[config.mk]
export PLATFORM = sky130hd
export DESIGN_NAME = floor_request_dispatcher
export DESIGN_NICKNAME = d
export VERILOG_FILES = /design/src/rtl/elevator_pkg.sv /design/src/rtl/floor_request_dispatcher_fifo.sv /design/src/rtl/floor_request_dispatcher.sv
export SDC_FILE = /design/constraint.sdc
export NUM_CORES = 1
export LEC_CHECK = 0
export ABC_CLOCK_PERIOD_IN_PS = 4600
export CORE_ASPECT_RATIO = 2
export CORE_MARGIN = 3
export CORE_UTILIZATION = 40
export CTS_CLUSTER_SIZE = 30
export DETAILED_ROUTE_END_ITERATION = 10
export PLACE_DENSITY_LB_ADDON = 0.25
export SLEW_MARGIN = 10
export SYNTH_ARGS = -nofsm -noshare
export SYNTH_HDL_FRONTEND = slang
export SYNTH_SLANG_ARGS = --single-unit
[constraint.sdc]
create_clock -name clk -period 4.6 [get_ports clk]
set_input_delay 1.15 -clock clk [delete_from_list [all_inputs] [get_ports clk]]
set_output_delay 1.15 -clock clk [all_outputs]
set_load 0.01 [all_outputs]
[src/rtl/elevator_pkg.sv]
// Constants and FSM state type shared by the elevator core stages.
package elevator_pkg;
  localparam int FLOOR_W    = 3;
  localparam int WEIGHT_W   = 11;
  localparam int MAX_FLOOR  = 7;
  localparam int MAX_WEIGHT = 700;
  localparam int DEPTH      = 8;

  typedef enum logic [1:0] {
    IDLE   = 2'd0,
    SETTLE = 2'd1,
    WAIT   = 2'd2
  } disp_state_e;
endpackage

[src/rtl/floor_request_dispatcher_fifo.sv]
// Synchronous FIFO holding queued {floor, weight} calls; extra pointer bit gives count.
module req_fifo #(
  parameter int DEPTH = 8,
  parameter int W     = 14
) (
  input  logic                   clk,
  input  logic                   rst,
  input  logic                   push_i,
  input  logic [W-1:0]           data_i,
  input  logic                   pop_i,
  output logic [W-1:0]           data_o,
  output logic [$clog2(DEPTH):0] count_o,
  output logic                   full_o,
  output logic                   empty_o
);
  localparam int AW = $clog2(DEPTH);

  logic [AW:0]  wr_q, rd_q;
  logic [W-1:0] mem_q [DEPTH];
  logic         do_push, do_pop;

  assign count_o = wr_q - rd_q;
  assign full_o  = (count_o == (AW+1)'(DEPTH));
  assign empty_o = (wr_q == rd_q);
  assign data_o  = mem_q[rd_q[AW-1:0]];
  assign do_push = push_i && !full_o;
  assign do_pop  = pop_i && !empty_o;

  always_ff @(posedge clk or posedge rst) begin
    if (rst) begin
      wr_q <= '0;
      rd_q <= '0;
    end else begin
      if (do_push) wr_q <= wr_q + 1'b1;
      if (do_pop)  rd_q <= rd_q + 1'b1;
    end
  end

  always_ff @(posedge clk) begin
    if (do_push) mem_q[wr_q[AW-1:0]] <= data_i;
  end
endmodule

[src/rtl/floor_request_dispatcher.sv]
// Buffers floor calls with duplicate suppression and issues one request at a time to the car.
module floor_request_dispatcher #(
  parameter int DEPTH      = elevator_pkg::DEPTH,
  parameter int MAX_FLOOR  = elevator_pkg::MAX_FLOOR,
  parameter int MAX_WEIGHT = elevator_pkg::MAX_WEIGHT,
  parameter int FLOOR_W    = elevator_pkg::FLOOR_W,
  parameter int WEIGHT_W   = elevator_pkg::WEIGHT_W
) (
  input  logic                   clk,
  input  logic                   rst,
  input  logic                   call_valid,
  input  logic [FLOOR_W-1:0]     call_floor,
  input  logic [WEIGHT_W-1:0]    call_weight,
  output logic                   call_ready,
  input  logic                   complete,
  input  logic                   over_weight,
  output logic [FLOOR_W-1:0]     req_floor,
  output logic [WEIGHT_W-1:0]    weight,
  output logic                   req_active,
  output logic [$clog2(DEPTH):0] queue_count,
  output logic                   call_reject,
  output logic                   call_merged,
  output logic                   req_dropped
);
  import elevator_pkg::disp_state_e;
  import elevator_pkg::IDLE;
  import elevator_pkg::SETTLE;
  import elevator_pkg::WAIT;

  localparam int CNT_W = $clog2(DEPTH) + 1;
  localparam int ENT_W = FLOOR_W + WEIGHT_W;
  localparam int NFLR  = 1 << FLOOR_W;

  disp_state_e         state_q, state_d;
  logic [FLOOR_W-1:0]  req_floor_q, req_floor_d;
  logic [WEIGHT_W-1:0] weight_q, weight_d;
  logic                req_active_q, req_active_d;
  logic [NFLR-1:0]     pending_q, pending_d;
  logic                reject_q, reject_d;
  logic                merged_q, merged_d;
  logic                dropped_q, dropped_d;

  logic                fifo_full, fifo_empty;
  logic [CNT_W-1:0]    fifo_count;
  logic [ENT_W-1:0]    head;
  logic [FLOOR_W-1:0]  head_floor;
  logic [WEIGHT_W-1:0] head_weight;
  logic                accept, legal, dup, push, pop;

  assign {head_floor, head_weight} = head;

  assign call_ready = !fifo_full;
  assign accept     = call_valid && call_ready;
  assign legal      = (int'(call_floor) <= MAX_FLOOR) && (int'(call_weight) <= MAX_WEIGHT)
                      && (call_weight != '0);
  // A head popped this edge keeps its pending bit until the edge, so a same-floor
  // call merges against the newly issued request.
  assign dup        = pending_q[call_floor] || (req_active_q && (req_floor_q == call_floor));
  assign push       = accept && legal && !dup;
  assign pop        = (state_q == IDLE) && !fifo_empty;

  req_fifo #(.DEPTH(DEPTH), .W(ENT_W)) u_fifo (
    .clk     (clk),
    .rst     (rst),
    .push_i  (push),
    .data_i  ({call_floor, call_weight}),
    .pop_i   (pop),
    .data_o  (head),
    .count_o (fifo_count),
    .full_o  (fifo_full),
    .empty_o (fifo_empty)
  );

  always_comb begin
    pending_d = pending_q;
    if (pop)  pending_d[head_floor] = 1'b0;
    if (push) pending_d[call_floor] = 1'b1;
  end

  assign reject_d = accept && !legal;
  assign merged_d = accept && legal && dup;

  always_comb begin
    state_d      = state_q;
    req_floor_d  = req_floor_q;
    weight_d     = weight_q;
    req_active_d = req_active_q;
    dropped_d    = 1'b0;
    case (state_q)
      IDLE: begin
        if (pop) begin
          req_floor_d  = head_floor;
          weight_d     = head_weight;
          req_active_d = 1'b1;
          state_d      = SETTLE;
        end
      end
      // complete/over_weight may still be high from the previous trip here
      SETTLE: state_d = WAIT;
      WAIT: begin
        if (over_weight) begin
          dropped_d    = 1'b1;
          req_active_d = 1'b0;
          state_d      = IDLE;
        end else if (complete) begin
          req_active_d = 1'b0;
          state_d      = IDLE;
        end
      end
      default: state_d = IDLE;
    endcase
  end

  always_ff @(posedge clk or posedge rst) begin
    if (rst) begin
      state_q      <= IDLE;
      req_floor_q  <= '0;
      weight_q     <= '0;
      req_active_q <= 1'b0;
      pending_q    <= '0;
      reject_q     <= 1'b0;
      merged_q     <= 1'b0;
      dropped_q    <= 1'b0;
    end else begin
      state_q      <= state_d;
      req_floor_q  <= req_floor_d;
      weight_q     <= weight_d;
      req_active_q <= req_active_d;
      pending_q    <= pending_d;
      reject_q     <= reject_d;
      merged_q     <= merged_d;
      dropped_q    <= dropped_d;
    end
  end

  assign req_floor   = req_floor_q;
  assign weight      = weight_q;
  assign req_active  = req_active_q;
  assign queue_count = fifo_count;
  assign call_reject = reject_q;
  assign call_merged = merged_q;
  assign req_dropped = dropped_q;
endmodule

==> impl_metrics.ini, run 1 <==
[status]
outcome = complete, no violations

[critical_path]
cp-end-kind = primary output
r2r_start = u_fifo.wr_q[0]$_DFFE_PP0P_
r2r_cells = 10
cp_cell_sequence = inv_1 -> ha_1 -> inv_1 -> fa_1 -> xor2_1 -> or3_1 -> or3_1 -> clkdlybuf4s50_1
r2r_end = u_fifo.mem_q[5][5]$_DFFE_PP_
path_class = reg -> out
required_ns = 3.45
ff2ff_setup_slack_ns = 1.39
cp_slowest_stage_delay_ns = 0.49
cpMaxStageDelayCell = clkdlybuf4s50_1
cp.arrival_ns = 3.06
worstSetupStartpointType = flip-flop
cp_max_fo = 7

[cts]
cts_buffer_depth = 2
clkTransAtPathRegs_ns = 0.06
cts_tree = yes
numClockSinks = 148
cts_max_level = 4
hold_buffers = 0
post_cts_resized = 0
cts-root-buf = clkbuf_16
cts_made_buffers = 17
cts_setup_buffers = 0
clock_latency_ns = 0.41

[cells_and_area]
multi_input_area_sq_um = 1699
seq_area_sq_um = 4265
syn2layout_area_growth_pct = 22.86
drive_gt1_share_pct = 19.04
finalNetCount = 448
final_cell_mix = edfxtp_1 (112), clkdlybuf4s50_1 (41), nand2_1 (36)
utilization_pct = 50.82
layout_commonest_cell = edfxtp_1
n_fill_cell = 1274
diodes = 0

[run]
drv_cap = 0

[grt]
grt-ovfl-total = 0
grt_antenna_before_repair = 0
grt_pass1_vias = 3664
track_usage_pct = 16.97
grt_pass1_wl_um = 20760
grt_max_degree = 32

[timing]
relSlewSlack_pct = 60.04
tightest_slew_ns = 0.5994
rsz0062_at_grt = false
slew_violations = 0
fmax_ghz = 0.2373
fin_skew_ns = 0.005758
finalHoldViolations = 0
fin_ws_ns = 0.3866
finalSetupViolCount = 0
min_period_ns = 4.213
fin_crit_sh_pct = 91.60
tns_ns = 0

[logic_synthesis]
synth-simple-area-share_pct = 8.048
syn_area_per_cell_sq_um = 16.85
synth_compound_area_share_pct = 3.817
synthMuxAreaShare_pct = 12.59
synth_warnings = 0
async_flop_share_pct = 24.32
synth_top_area_share_pct = 55.76
synth_xor_xnor_area_share_pct = 1.742
ys_seq_area_share_pct = 70.69
synth_enable_flop_cells = 112
synth_top_cell_by_area = edfxtp_1
synth_top_family_by_area = multiplexers
synth-seq-cells = 148
yosys-top-cells-area = edfxtp_1 (56%), dfrtp_1 (15%), mux4_2 (8.2%)
ys_types = 46
netlist_area_sq_um = 6032
synth_flop_cell = edfxtp_1
synth_fa_ha_area_share_pct = 1.369
syn_nets = 383
syn_inst = 358

[power]
report.power.total_mw = 4.829
power.density_nw_per_um2 = 651.7
pwr-share-comb_pct = 33.8
p_sw_mw = 1.490
p_seq_share_pct = 36.8
intPower_mw = 3.339
peakVddDrop_uv = 258.6
power.leakage_nw = 2.598
clkPwrFrac_pct = 29.4
power_switching_share_pct = 30.86

[hold_path]
whs_path_depth = 1
min_path_type = reg -> reg
min-delay-start = pending_q[4]$_DFF_PP0_
hold_end = pending_q[4]$_DFF_PP0_

[routing]
postRouteAntennaNets = 0
drt-initial-drc-count = 195
wire_per_inst_um = 20.66
drt-vias-per-instance = 5.295
first_pass_iters = 4
via_count = 3325
wl_um = 12980
drt_drc_violations_left = 0

[floorplan]
start_util_pct = 41.36
core-area_sq_um = 14580
io_pins = 42
die_y_um = 179.7
dieArea_sq_um = 16680
chipWidth_um = 92.84
rows = 62

[placement]
dp_slack_ns = 0.6832
hpwl_um = 8729
io_buffers = 41
gp_congestion = 0.8398
## per-stage QoR
step | hold WS, ns | std cells | instance area, sq um
after detailed placement | 0.4873 | 596 | 6799
after CTS | 0.5012 | 628 | 7411
after floorplan | 0.4559 | 358 | 6032
after global placement | 0.4803 | 596 | 6799
final | 0.5001 | 628 | 7411
after global routing | 0.5278 | 628 | 7411
## final cells by class
| class | count | area share, % |
|---|---|---|
| Clock inverter | 10 | 2.127 |
| Timing Repair Buffer | 61 | 7.564 |
| Sequential cell | 148 | 57.56 |
| Clock buffer | 22 | 6.129 |
| Inverter | 9 | 0.4558 |
| Tap cell | 192 | 3.242 |
| Multi-Input combinational cell | 186 | 22.93 |
## registers in the layout, indices dropped and copies added (netlist names), 2 cells and up
register	count
pending_q	8
req_floor	3
state_q	2
u_fifo.mem_q	112
u_fifo.rd_q	4
u_fifo.wr_q	4
weight	11
## synth_stat cells, types with 3 or more instances
library cell and number:
edfxtp_1 112, dfrtp_1 36, nand2_1 36, mux4_2 22, nor2_1 21, a31oi_1 11, inv_1 8, o21ai_0 8
xnor2_1 8, buf_2 6, clkbuf_1 6, mux4_1 6, nand4_1 6, ha_1 5, mux2i_1 5, nand3_1 5
nor4b_1 4, or3_1 4, xor2_1 4, a21oi_1 3, and3_1 3, mux2_2 3, nand2b_1 3, nor4_1 3
## power by group through the flow
stage                     combinational [mW]  clock, mW  sequential, mW
after floorplan                         1.04          0            1.80
after global routing                    1.80       1.51            1.80
after detailed placement                1.67          0            1.81
after CTS                               1.67       1.45            1.78
after global placement                  1.65          0            1.80
final                                   1.63       1.42            1.78
## metal layers
metal	up-vias	track usage (%)	part of all wire, %
li1	1531	-	-
met1	1703	17.93	36
met2	66	31.26	58
met3	25	4.017	3.3
met4	0	7.340	2.8
met5	-	0	0
## worst max-delay path: cells and delay by family (launching register included)
kind	cells	cell delay [ns]
xor gates and xnor gates	1	0.16
adders and majority gates	2	0.57
buffers and inverters	3	0.77
DFF	1	0.47
and+or+nand+nor	2	0.69
## logic make-up after synthesis
| kind of cell | Yosys count |
|---|---|
| compound gates | 34 |
| xor+xnor | 12 |
| fa+ha+maj | 6 |
| buf+inv | 24 |
| flops | 148 |
| mux | 37 |
| simple gates | 97 |
## how the worst max path moves through the flow
| stage | start | to | slack [ns] | cells after the start |
|---|---|---|---|---|
| after detailed placement | call_floor[1] | u_fifo.mem_q[5][8]$_DFFE_PP_ | 0.68 | 7 |
| final | u_fifo.wr_q[0]$_DFFE_PP0P_ | call_ready | 0.39 | 8 |
| after floorplan | u_fifo.rd_q[1]$_DFFE_PP0P_ | u_fifo.mem_q[4][0]$_DFFE_PP_ | 0.30 | 9 |
| after global routing | u_fifo.wr_q[0]$_DFFE_PP0P_ | call_ready | 0.25 | 8 |
| after CTS | u_fifo.wr_q[0]$_DFFE_PP0P_ | call_ready | 0.36 | 8 |
| after global placement | call_floor[1] | u_fifo.mem_q[3][2]$_DFFE_PP_ | 0.78 | 7 |
Power figures use the tool's default switching activity.
==> run 2, diff against run 1 <==
--- a/config.mk
+++ b/config.mk
@@ -7,7 +7,6 @@
 export LEC_CHECK = 0
 export ABC_CLOCK_PERIOD_IN_PS = 4600
 export CORE_ASPECT_RATIO = 2
-export CORE_MARGIN = 3
 export CORE_UTILIZATION = 40
 export CTS_CLUSTER_SIZE = 30
 export DETAILED_ROUTE_END_ITERATION = 10
==> impl_metrics.ini, run 2 (synthesis results as in run 1) <==
[status]
outcome = complete, no violations

[hold_path]
min-delay-start = state_q[0]$_DFFE_PP0P_
min_path_type = reg -> reg
whs_path_depth = 1
hold_end = state_q[1]$_DFFE_PP0P_

[cells_and_area]
syn2layout_area_growth_pct = 22.19
largest_reg_flops = 112
instances_no_fill = 628
diodes = 0
layout_commonest_cell = edfxtp_1
final_cell_mix = edfxtp_1 (112), clkdlybuf4s50_1 (41), nand2_1 (36)
utilization_pct = 50.00
finalNetCount = 445
drive_gt1_share_pct = 19.17

[grt]
grt_max_degree = 37
grt-ovfl-total = 0
grt_pass1_wl_um = 20770
track_usage_pct = 19.07
grt_antenna_before_repair = 0
grt_pass1_vias = 3620

[routing]
postRouteAntennaNets = 0
wire_per_inst_um = 20.96
wl_um = 13160
drt-vias-per-instance = 5.400
first_pass_iters = 5
via_count = 3391
drt-initial-drc-count = 172
drt_drc_violations_left = 0

[cts]
numClockSinks = 148
cts_tree = yes
clock_latency_ns = 0.40
cts_setup_buffers = 0
cts_buffer_depth = 2
cts-root-buf = clkbuf_16
post_cts_resized = 0
cts_made_buffers = 17
hold_buffers = 0
clkTransAtPathRegs_ns = 0.06
cts_max_level = 4

[critical_path]
cp-end-kind = primary output
r2r_end = u_fifo.mem_q[5][13]$_DFFE_PP_
cp.arrival_ns = 3.05
cp_max_fo = 7
worstSetupStartpointType = flip-flop
ff2ff_setup_slack_ns = 1.39
r2r_start = u_fifo.wr_q[0]$_DFFE_PP0P_
path_class = reg -> out
required_ns = 3.45
r2r_cells = 10
crit_path_start = u_fifo.wr_q[0]$_DFFE_PP0P_

[placement]
gp_congestion = 0.8132
hpwl_um = 8823
io_buffers = 41
dp_slack_ns = 0.6258
dp.cells = 596

[timing]
fmax_ghz = 0.2381
rsz0062_at_grt = false
fin_skew_ns = 0.008941
tightest_slew_ns = 0.7065
fin_crit_sh_pct = 91.29
hold_ws_ns = 0.4878
finalSetupViolCount = 0
tns_ns = 0
finalHoldViolations = 0
fin_ws_ns = 0.4008
relSlewSlack_pct = 52.85
min_period_ns = 4.199
slew_violations = 0

[floorplan]
chipWidth_um = 88.84
rows = 63
start_util_pct = 40.92
core-area_sq_um = 14740
dieArea_sq_um = 15610
die_y_um = 175.7
io_pins = 42

[power]
power.leakage_nw = 2.582
power.density_nw_per_um2 = 645.3
peakVddDrop_uv = 237.9

[run]
drv_cap = 0
run 2: cell count changes in the layout (fill, tap and decap cells not counted), sizes merged:
cell,delta
inv,+8
clkbuf,-5
buf,-3
bufinv,-3
clkinv,+3
clkinvlp,-3
run 2: where the power goes:
| group | internal [mW] | switching (mW) | leakage [nW] | total (mW) |
|---|---|---|---|---|
| clock | 0.770 | 0.577 | 0.289 | 1.35 |
| combinational | 0.776 | 0.850 | 0.853 | 1.63 |
| sequential | 1.64 | 0.143 | 1.44 | 1.78 |
| total | 3.19 | 1.57 | 2.58 | 4.76 |
run 2: area by class of cell:
| class | count | area (sq um) |
|---|---|---|
| fillers | 1244 | 7370 |
| flip-flops and latches | 148 | 4265 |
| multi-input cells | 186 | 1699 |
| repair buffers | 58 | 538.0 |
| clock buffers | 17 | 425.4 |
| well taps | 195 | 244.0 |
| clock inverters | 15 | 165.2 |
| inverters | 9 | 33.78 |
run 2: metrics by stage:
stage                     power (mW)  instance area [sq um]
after floorplan                2.838                   6032
after global placement         3.430                   6780
after detailed placement       3.462                   6780
after CTS                      4.821                   7371
after global routing           5.017                   7371
final                          4.757                   7371
run 2: worst max-delay path by stage:
stage / end / depth (start not counted)
finish: call_ready / 8
global route: call_ready / 8
CTS: call_ready / 8
detailed placement: u_fifo.mem_q[5][12]$_DFFE_PP_ / 7
global placement: u_fifo.mem_q[5][11]$_DFFE_PP_ / 7
floorplan: u_fifo.mem_q[4][0]$_DFFE_PP_ / 9
run 2: per-layer routing:
metal / vias to the layer above / wire length (um) / GRT usage (%)
li1: 1535 / - / -
met1: 1765 / 4615 / 19.99
met2: 79 / 7908 / 36.15
met3: 12 / 446 / 4.088
met4: 0 / 192 / 6.452
met5: - / 0 / 0
run 2: worst max-delay path, stage by stage, from the launching register on:
cell             delay [ns]
dfrtp_1                0.48
inv_1                  0.24
ha_1                   0.21
inv_1                  0.06
fa_1                   0.37
xor2_1                 0.16
or3_1                  0.36
or3_1                  0.31
clkdlybuf4s50_1        0.48
==> run 3, diff against run 2 <==
--- a/config.mk
+++ b/config.mk
@@ -7,6 +7,7 @@
 export LEC_CHECK = 0
 export ABC_CLOCK_PERIOD_IN_PS = 4600
 export CORE_ASPECT_RATIO = 2
+export CORE_MARGIN = 2
 export CORE_UTILIZATION = 40
 export CTS_CLUSTER_SIZE = 30
 export DETAILED_ROUTE_END_ITERATION = 10
==> impl_metrics.ini, run 3 (synthesis results as in run 1) <==
[cts]
clock_latency_ns = 0.42
post_cts_resized = 0
cts-root-buf = clkbuf_16
cts_setup_buffers = 0
clkTransAtPathRegs_ns = 0.06
cts_buffer_depth = 2
numClockSinks = 148
hold_buffers = 0
cts_made_buffers = 17
cts_max_level = 4
cts_tree = yes

[routing]
via_count = 3391
wire_per_inst_um = 20.39
wl_um = 12830
drt-vias-per-instance = 5.391
drt-initial-drc-count = 213
drt_drc_violations_left = 0
postRouteAntennaNets = 0
first_pass_iters = 4

[critical_path]
cp_max_fo = 7
cp.arrival_ns = 3.08
path_class = reg -> out
required_ns = 3.45
worstSetupStartpointType = flip-flop
cp-end-kind = primary output

[grt]
track_usage_pct = 17.02
grt_max_degree = 37
grt-ovfl-total = 0
grt_pass1_vias = 3711
grt_pass1_wl_um = 20130
grt_antenna_before_repair = 0

[power]
peakVddDrop_uv = 265.2
power.leakage_nw = 2.603
power.density_nw_per_um2 = 654.4
report.power.total_mw = 4.848

[hold_path]
min_path_type = reg -> reg

[timing]
fmax_ghz = 0.2366
rsz0062_at_grt = false
finalSetupViolCount = 0
tightest_slew_ns = 0.5632
finalHoldViolations = 0
min_period_ns = 4.226
slew_violations = 0
relSlewSlack_pct = 61.38
fin_skew_ns = 0.009658
tns_ns = 0
fin_crit_sh_pct = 91.88

[floorplan]
core-area_sq_um = 14820
start_util_pct = 40.70
rows = 63
die_y_um = 177.7
dieArea_sq_um = 16140
io_pins = 42
chipWidth_um = 90.84

[placement]
gp_congestion = 0.8727
io_buffers = 41
placed_area_sq_um = 6788
hpwl_um = 8539
dp.cells = 597

[cells_and_area]
drive_gt1_share_pct = 19.35
syn2layout_area_growth_pct = 22.80
largest_reg_flops = 112
finalNetCount = 446
seq_area_sq_um = 4265
multi_input_area_sq_um = 1699
n_fill_cell = 1286
fin_area_sq_um = 7407
layout_commonest_cell = edfxtp_1
instances_no_fill = 629
diodes = 0
final_cell_mix = edfxtp_1 (112), clkdlybuf4s50_1 (41), nand2_1 (36)

[run]
drv_cap = 0

[status]
outcome = complete, no violations
run 3: cell count changes in the layout (fill, tap and decap cells not counted), sizes merged:
cell / change
bufinv: +2
clkbuf: +1
buf: +1
clkinv: -3
run 3: routing by layer:
metal / wire (um) / part of all wire [%] / GRT usage, % / vias to the layer above
met5: 0 / 0 / 0 / -
met4: 366 / 2.9 / 7.513 / 0
met3: 395 / 3.1 / 3.737 / 25
met2: 7474 / 58 / 33.15 / 73
met1: 4590 / 36 / 16.97 / 1758
li1: - / - / - / 1535
run 3: path summary, 6_finish.rpt:
path | startpoint | to | slack, ns | cells after the start
setup / recovery | u_fifo.wr_q[0]$_DFFE_PP0P_ | call_ready | 0.37 | 8
hold / removal | state_q[0]$_DFFE_PP0P_ | state_q[1]$_DFFE_PP0P_ | 0.49 | 1
setup reg to reg | u_fifo.wr_q[0]$_DFFE_PP0P_ | u_fifo.mem_q[6][0]$_DFFE_PP_ | 1.24 | 10
hold reg to reg | state_q[0]$_DFFE_PP0P_ | state_q[1]$_DFFE_PP0P_ | 0.49 | 1
max in group asynchronous | rst | u_fifo.rd_q[0]$_DFFE_PP0P_ | 3.07 | 3
min in group asynchronous | rst | weight[0]$_DFFE_PP0P_ | 1.16 | 3
run 3: power by group:
group          switching (mW)  total, mW  internal, mW
logic                   0.850       1.63         0.776
registers               0.138       1.78          1.64
clock network           0.568       1.44         0.874
run 3: worst max-delay path, cell delays in order, from the launching register on:
cell and delay, ns:
dfrtp_1 0.47, inv_1 0.24, ha_1 0.21, inv_1 0.05, fa_1 0.37, xor2_1 0.16, or3_1 0.36, or3_1 0.33
clkdlybuf4s50_1 0.48
run 3: cell type report:
| cell class | instances | area share (%) |
|---|---|---|
| flip-flops and latches | 148 | 57.58 |
| multi-input cells | 186 | 22.94 |
| repair buffers | 59 | 7.365 |
| clock buffers | 18 | 5.794 |
| well taps | 195 | 3.294 |
| clock inverters | 14 | 2.568 |
| inverters | 9 | 0.4561 |
run 3: metrics by stage:
stage | hold slack [ns] | setup WS, ns | util (%)
2_1_floorplan | 0.4559 | 0.3009 | -
3_3_place_gp | 0.4777 | 0.5841 | 45.80
3_5_place_dp | 0.4902 | 0.5114 | 45.80
4_1_cts | 0.4988 | 0.3379 | 49.98
5_1_grt | 0.5393 | 0.1979 | 49.98
6_report | 0.4931 | 0.3735 | 49.98
